==> config.mk <==
export PLATFORM = sky130hd
export DESIGN_NAME = tach_signal_gen
export DESIGN_NICKNAME = d
export VERILOG_FILES = /design/src/rtl/tach_signal_gen_pkg.sv /design/src/rtl/tach_signal_gen_div.sv /design/src/rtl/tach_signal_gen.sv
export SDC_FILE = /design/constraint.sdc
export NUM_CORES = 1
export LEC_CHECK = 0
export ABC_AREA = 1
export CAP_MARGIN = 20
export CORE_UTILIZATION = 60
export DETAILED_ROUTE_END_ITERATION = 7
export DONT_BUFFER_PORTS = 1
export PLACE_DENSITY = 0.76
export REMOVE_ABC_BUFFERS = 1
export SYNTH_ARGS = -nofsm -noshare
export SYNTH_HDL_FRONTEND = slang
export SYNTH_SLANG_ARGS = --single-unit
==> constraint.sdc <==
create_clock -name clk -period 4.65 [get_ports clk]
set_input_delay 0.465 -clock clk [delete_from_list [all_inputs] [get_ports clk]]
set_output_delay 0.465 -clock clk [all_outputs]
set_load 0.05 [all_outputs]
==> src/rtl/tach_signal_gen_pkg.sv <==
// Shared constants, types and helpers for the tachometer signal synthesizer.
package tach_signal_gen_pkg;

  // Emulated ADC sample width.
  localparam int unsigned ADC_WIDTH = 12;

  // RPM setpoint width; wide enough for setpoints up to 1_048_575 RPM.
  localparam int unsigned RPM_WIDTH = 20;

  // Divider sequencing states.
  typedef enum logic [1:0] {
    S_IDLE,
    S_DIV,
    S_DONE
  } div_state_e;

  // K = 60 * CLK_HZ / (SAMPLE_DIV * PULSES_PER_REV): samples per minute per pulse.
  function automatic logic [63:0] calc_k(input int unsigned clk_hz,
                                         input int unsigned sample_div,
                                         input int unsigned ppr);
    return (64'd60 * 64'(clk_hz)) / (64'(sample_div) * 64'(ppr));
  endfunction

endpackage

==> src/rtl/tach_signal_gen_div.sv <==
// Sequential restoring unsigned divider, one quotient bit per clock.
module rpm_period_div
  import tach_signal_gen_pkg::*;
#(
  parameter int unsigned K_WIDTH = 32,
  parameter int unsigned D_WIDTH = RPM_WIDTH
) (
  input  logic               clk,
  input  logic               rst_n,
  input  logic               start,
  input  logic [K_WIDTH-1:0] dividend,
  input  logic [D_WIDTH-1:0] divisor,
  output logic               done,
  output logic [K_WIDTH-1:0] quotient
);

  localparam int unsigned CNT_W = (K_WIDTH > 2) ? $clog2(K_WIDTH) : 1;
  localparam logic [CNT_W-1:0] CNT_LAST = CNT_W'(K_WIDTH - 1);

  div_state_e         state_q;
  logic [CNT_W-1:0]   cnt_q;
  logic [D_WIDTH-1:0] rem_q;
  logic [D_WIDTH-1:0] dvs_q;
  logic [K_WIDTH-1:0] quo_q;
  logic               done_q;

  logic [D_WIDTH:0]   trial;
  logic [D_WIDTH:0]   diff;
  logic               fits;

  // Shift the next dividend bit into the partial remainder and trial-subtract.
  always_comb begin
    trial = {rem_q, quo_q[K_WIDTH-1]};
    diff  = trial - {1'b0, dvs_q};
    fits  = (trial >= {1'b0, dvs_q});
  end

  // Divider FSM: a start always (re)loads operands, discarding any run in flight.
  always_ff @(posedge clk or negedge rst_n) begin
    if (!rst_n) begin
      state_q <= S_IDLE;
      cnt_q   <= '0;
      rem_q   <= '0;
      dvs_q   <= '0;
      quo_q   <= '0;
      done_q  <= 1'b0;
    end else begin
      done_q <= 1'b0;
      if (start) begin
        state_q <= S_DIV;
        cnt_q   <= '0;
        rem_q   <= '0;
        dvs_q   <= divisor;
        quo_q   <= dividend;
      end else begin
        case (state_q)
          S_DIV: begin
            rem_q <= fits ? diff[D_WIDTH-1:0] : trial[D_WIDTH-1:0];
            quo_q <= {quo_q[K_WIDTH-2:0], fits};
            cnt_q <= cnt_q + CNT_W'(1);
            if (cnt_q == CNT_LAST) begin
              state_q <= S_DONE;
              done_q  <= 1'b1;
            end
          end
          S_DONE:  state_q <= S_IDLE;
          default: state_q <= S_IDLE;
        endcase
      end
    end
  end

  assign done     = done_q;
  assign quotient = quo_q;

endmodule

==> src/rtl/tach_signal_gen.sv <==
// Tachometer signal synthesizer: RPM setpoint in, square-wave ADC sample stream out.
module tach_signal_gen
  import tach_signal_gen_pkg::*;
#(
  parameter int unsigned          CLK_HZ         = 1000000,
  parameter int unsigned          SAMPLE_DIV     = 64,
  parameter int unsigned          PULSES_PER_REV = 1,
  parameter logic [ADC_WIDTH-1:0] ADC_HIGH       = 12'd4095,
  parameter logic [ADC_WIDTH-1:0] ADC_LOW        = 12'd0,
  parameter int unsigned          K_WIDTH        = 32
) (
  input  logic                 clk,
  input  logic                 rst_n,
  input  logic [RPM_WIDTH-1:0] rpm_set,
  input  logic                 rpm_set_change,
  output logic [ADC_WIDTH-1:0] adc_value,
  output logic                 adc_value_change,
  output logic                 pulse_ref,
  output logic                 busy
);

  localparam logic [K_WIDTH-1:0] K_VAL      = K_WIDTH'(calc_k(CLK_HZ, SAMPLE_DIV, PULSES_PER_REV));
  localparam logic [K_WIDTH-1:0] PERIOD_MIN = K_WIDTH'(2);
  localparam int unsigned        TMR_W      = (SAMPLE_DIV > 2) ? $clog2(SAMPLE_DIV) : 1;
  localparam logic [TMR_W-1:0]   TMR_LAST   = TMR_W'(SAMPLE_DIV - 1);

  logic                 chg_sync_q, chg_sync_d;
  logic                 chg_prev_q, chg_prev_d;
  logic                 rpm_zero_q, rpm_zero_d;
  logic                 busy_q, busy_d;
  logic [K_WIDTH-1:0]   pend_q, pend_d;
  logic                 pend_valid_q, pend_valid_d;
  logic [K_WIDTH-1:0]   period_q, period_d;
  logic [K_WIDTH-1:0]   phase_q, phase_d;
  logic [TMR_W-1:0]     tmr_q, tmr_d;
  logic [ADC_WIDTH-1:0] adc_q, adc_d;
  logic                 adc_chg_q, adc_chg_d;
  logic                 pulse_q, pulse_d;

  logic                 detect;
  logic                 tick;
  logic                 commit;
  logic                 div_done;
  logic [K_WIDTH-1:0]   div_quot;
  logic [K_WIDTH-1:0]   period_new;
  logic [K_WIDTH-1:0]   p_eff;
  logic [K_WIDTH-1:0]   ph_eff;
  logic [K_WIDTH-1:0]   ph_inc;

  rpm_period_div #(
    .K_WIDTH (K_WIDTH),
    .D_WIDTH (RPM_WIDTH)
  ) u_div (
    .clk      (clk),
    .rst_n    (rst_n),
    .start    (detect),
    .dividend (K_VAL),
    .divisor  (rpm_set),
    .done     (div_done),
    .quotient (div_quot)
  );

  // Setpoint detect, result staging, commit and sample generation.
  // A commit and a sample on the same clock see the new period at phase 0,
  // so p_eff/ph_eff feed both the waveform and the next-state registers.
  always_comb begin
    chg_sync_d   = rpm_set_change;
    chg_prev_d   = chg_sync_q;
    rpm_zero_d   = rpm_zero_q;
    busy_d       = busy_q;
    pend_d       = pend_q;
    pend_valid_d = pend_valid_q;
    adc_d        = adc_q;
    adc_chg_d    = adc_chg_q;
    pulse_d      = 1'b0;

    detect = chg_sync_q ^ chg_prev_q;
    tick   = (tmr_q == TMR_LAST);
    tmr_d  = tick ? '0 : tmr_q + TMR_W'(1);

    if (rpm_zero_q)                 period_new = '0;
    else if (div_quot < PERIOD_MIN) period_new = PERIOD_MIN;
    else                            period_new = div_quot;

    commit = pend_valid_q && !detect && ((period_q == '0) || (phase_q == '0));
    p_eff  = commit ? pend_q : period_q;
    ph_eff = commit ? '0 : phase_q;
    ph_inc = ph_eff + K_WIDTH'(1);

    if (commit) begin
      pend_valid_d = 1'b0;
      busy_d       = 1'b0;
    end
    if (div_done) begin
      pend_d       = period_new;
      pend_valid_d = 1'b1;
    end
    if (detect) begin
      rpm_zero_d   = (rpm_set == '0);
      busy_d       = 1'b1;
      pend_valid_d = 1'b0;
    end

    period_d = p_eff;
    phase_d  = ph_eff;
    if (tick) begin
      adc_chg_d = ~adc_chg_q;
      if (p_eff == '0) begin
        adc_d   = ADC_LOW;
        phase_d = '0;
      end else begin
        adc_d   = (ph_eff < (p_eff >> 1)) ? ADC_HIGH : ADC_LOW;
        pulse_d = (ph_eff == '0);
        phase_d = (ph_inc == p_eff) ? '0 : ph_inc;
      end
    end
  end

  // State registers.
  always_ff @(posedge clk or negedge rst_n) begin
    if (!rst_n) begin
      chg_sync_q   <= 1'b0;
      chg_prev_q   <= 1'b0;
      rpm_zero_q   <= 1'b1;
      busy_q       <= 1'b0;
      pend_q       <= '0;
      pend_valid_q <= 1'b0;
      period_q     <= '0;
      phase_q      <= '0;
      tmr_q        <= '0;
      adc_q        <= ADC_LOW;
      adc_chg_q    <= 1'b0;
      pulse_q      <= 1'b0;
    end else begin
      chg_sync_q   <= chg_sync_d;
      chg_prev_q   <= chg_prev_d;
      rpm_zero_q   <= rpm_zero_d;
      busy_q       <= busy_d;
      pend_q       <= pend_d;
      pend_valid_q <= pend_valid_d;
      period_q     <= period_d;
      phase_q      <= phase_d;
      tmr_q        <= tmr_d;
      adc_q        <= adc_d;
      adc_chg_q    <= adc_chg_d;
      pulse_q      <= pulse_d;
    end
  end

  assign adc_value        = adc_q;
  assign adc_value_change = adc_chg_q;
  assign pulse_ref        = pulse_q;
  assign busy             = busy_q;

endmodule

==> flow_metrics.env <==
export IMPL_die_area_mm2=0.0200
export IMPL_worst_pin_slew_ps=805
export IMPL_cts_buffer_depth=2
export IMPL_drc=0
export IMPL_use_met3=0.0422
export IMPL_maxSlewViolCount=0
export IMPL_worst_path_most_repeated_cell="nand2_1"
export IMPL_violations="negative hold slack"
export IMPL_slew_headroom=0.460
export IMPL_fp_dieH_um=142
export IMPL_crit_chain="clkinv_1 > nand2_1 > nor2_1 > nand2_1 > nor2_1 > nand2_1 > nand2_2 > nand2_4 > inv_2 > nor2_1 > ha_1 > nand4_2 > inv_2 > nand2_1 > nor2_4 > nand2_1 > nand3_1 > nand3_1 > nor2_1 > nand2_1 > nor2_1 > nand3_4 > nand2_1 > nand2_1"
export IMPL_setup_viol=0
export IMPL_ant_nets=0
export IMPL_grt_use_total=0.311
export IMPL_grt_pass1_vias=9841
export IMPL_hold_violations=190
export IMPL_min_period_ps=4310
export IMPL_drtPass1Iterations=6
export IMPL_insertedDiodeCount=0
export IMPL_final_cell_mix="nand2_1, inv_1, dfrtp_1"
export IMPL_hpwl_um=21300
export IMPL_numCtsBuffers=17
export IMPL_avgSynthCellArea_um2=7.31
export IMPL_drt_first_iter_violations=1029
export IMPL_syn_to_final_growth_pct=6.34
export IMPL_use_met1=0.414
export IMPL_fin_tns_setup_ps=0
export IMPL_clock_skew_ps=13.2
export IMPL_worstSetupPathType="flop to flop"
export IMPL_crit_arrival_ps=4640
export IMPL_final_layout_size_suffix_gt1_frac=0.0531
export IMPL_initial_utilization=0.619
export IMPL_slowest_stage="dfrtp_1"
export IMPL_yosys_most_used_dff="dfrtp_1"
export IMPL_async_flop_share=1.00
export IMPL_critical_path_max_stage_delay_ps=530
export IMPL_clkTransAtPathRegs_ps=80
export IMPL_hold_path_class="primary input to asynchronous set/reset pin"
export IMPL_die_width_um=142
export IMPL_synth_edf_count=0
export IMPL_crit_required_ps=4980
export IMPL_viasPerCell=5.67
export IMPL_ys_seq_area_frac=0.407
export IMPL_crit_path_end_kind="flop"
export IMPL_crit_buf_inv=3
export IMPL_place_gp_congestion=0.979
export IMPL_use_met2=0.515
export IMPL_synthCells=1598
export IMPL_synth_seq_cells=190
export IMPL_wl_per_cell_um=16.2
export IMPL_start_kind="flop"
export IMPL_h_tree_depth=4
export IMPL_grt_antenna_before_repair=0
export IMPL_holdWs_ps=-281
export IMPL_final_common_cell="nand2_1"
export IMPL_core_area_mm2=0.0189
export IMPL_power_leakage_nw=6.46
export IMPL_nFillCells=1686
export IMPL_cts_sinks=190
export IMPL_yosysWarnings=0
export IMPL_ys_types=51
export IMPL_top_usage_layer="met2"
export IMPL_pin_count=38
export IMPL_cts_tree="built"
export IMPL_critPathTopFamily="simple AND/OR/NAND/NOR gates"
export IMPL_crit_fanout=22
export IMPL_numPortBuffers=0
export IMPL_synth_area_mm2=0.0117
export IMPL_ir_drop_v=0.000290
export IMPL_power_density_mw_per_mm2=356
export IMPL_grt_max_degree=191
export IMPL_drt_total_wl_um=29800
export IMPL_fin_crit_sh=0.926
export IMPL_status="complete, but fails checks"
export IMPL_cap_violations=0
export IMPL_grt_pass1_wl_um=48800
export IMPL_rows=50
export IMPL_rsz0062_at_grt="false"
export IMPL_grt_overflow_total=0
export IMPL_fmaxAchievable_ghz=0.232
export IMPL_clk_latency_ps=440
export IMPL_clockRootBuffer="clkbuf_16"
export IMPL_num_vias=10400
export IMPL_nets=1646
-- worst reg2reg max path: stages (launching register included) --
cell and delay, ps:
dfrtp_1 530, clkinv_1 110, nand2_1 70, nor2_1 50, nand2_1 60, nor2_1 30, nand2_1 140, nand2_2 110
nand2_4 220, inv_2 210, nor2_1 240, ha_1 270, nand4_2 150, inv_2 150, nand2_1 220, nor2_4 230
nand2_1 110, nand3_1 90, nand3_1 130, nor2_1 140, nand2_1 60, nor2_1 320, nand3_4 340, nand2_1 160
nand2_1 60
-- cell type report --
cell class	instances	area [um^2]	area share
Clock inverter	15	195	0.0157
Tap cell	260	325	0.0262
Sequential cell	190	4760	0.383
Inverter	218	818	0.0658
Multi-Input combinational cell	1131	5760	0.464
Clock buffer	17	425	0.0342
Timing Repair Buffer	11	140	0.0113
-- power breakdown --
part	switching, mW	internal [mW]	total (mW)
combinational	0.640	0.413	1.05
clock	0.778	0.737	1.51
sequential	0.0783	1.78	1.86
-- Yosys cell counts (23+ instances only) --
cell type	number	area, um^2
dfrtp_1	189	4730
nand3_1	105	526
clkbuf_1	26	97.6
nor2_1	153	574
o21ai_0	75	375
o22ai_1	34	213
o21ai_1	23	115
inv_1	211	792
nor4_1	23	144
nand2_1	480	1800
a21oi_1	55	275
ha_1	53	663
-- sequential cells by signal, indices dropped and copies added (netlist names) --
signal            flops
adc_value             1
adc_value_change      1
busy                  1
chg_prev_d            1
chg_prev_q            1
pend_q               32
pend_valid_q          1
period_q             32
phase_q              32
pulse_ref             1
rpm_zero_q            1
tmr_q                 6
u_div.cnt_q           5
u_div.done            1
u_div.dvs_q          20
u_div.quotient       32
u_div.rem_q          20
u_div.state_q         2
-- per-layer routing --
metal / vias up / part of all wire
li1: 5092 / -
met1: 4884 / 0.43
met2: 389 / 0.47
met3: 76 / 0.059
met4: 0 / 0.032
met5: - / 0
-- kinds of logic (layout without fill, tap and decap cells) --
group | after synthesis | count (layout) | share of synthesized area
flip-flops | 190 | 190 | 0.407
AND/OR/NAND/NOR | 818 | 819 | 0.295
adder cells (fa/ha/maj) | 54 | 54 | 0.0585
AO/OA/AOI/OAI | 228 | 228 | 0.111
buffers and inverters | 278 | 261 | 0.103
XOR/XNOR | 30 | 30 | 0.0260
-- final timing paths --
kind / startpoint / end / slack (ps) / cells after the start
min: rst_n / phase_q[3] / -280 / 0
max: phase_q[2] / phase_q[6] / 340 / 24
min reg2reg: chg_prev_d / chg_prev_q / 410 / 0
max in group asynchronous: rst_n / adc_value[10] / 4610 / 0
min in group clk: rpm_set_change / chg_prev_d / 50 / 0
max reg2reg: phase_q[2] / phase_q[6] / 340 / 24
-- what timing repair did --
item / 4_1_cts / 5_1_grt
setup endpoints to repair: 0 / 32
buffers inserted: 0 / 1
gates resized for setup: 0 / 3
hold endpoints to repair: 190 / 190
-- per-stage QoR --
step / cell area (um^2) / utilization / instances / power (mW) / setup WS (ps)
final: 12400 / 0.658 / 1842 / 4.43 / 344
after global routing: 12400 / 0.658 / 1842 / 4.67 / 84.8
after CTS: 12400 / 0.655 / 1840 / 4.43 / 102
after detailed placement: 11800 / 0.622 / 1808 / 2.92 / 106
after global placement: 11800 / 0.622 / 1808 / 2.89 / 275
after floorplan: 11300 / - / 1538 / 2.68 / 68.1
Power figures use the tool's default switching activity.
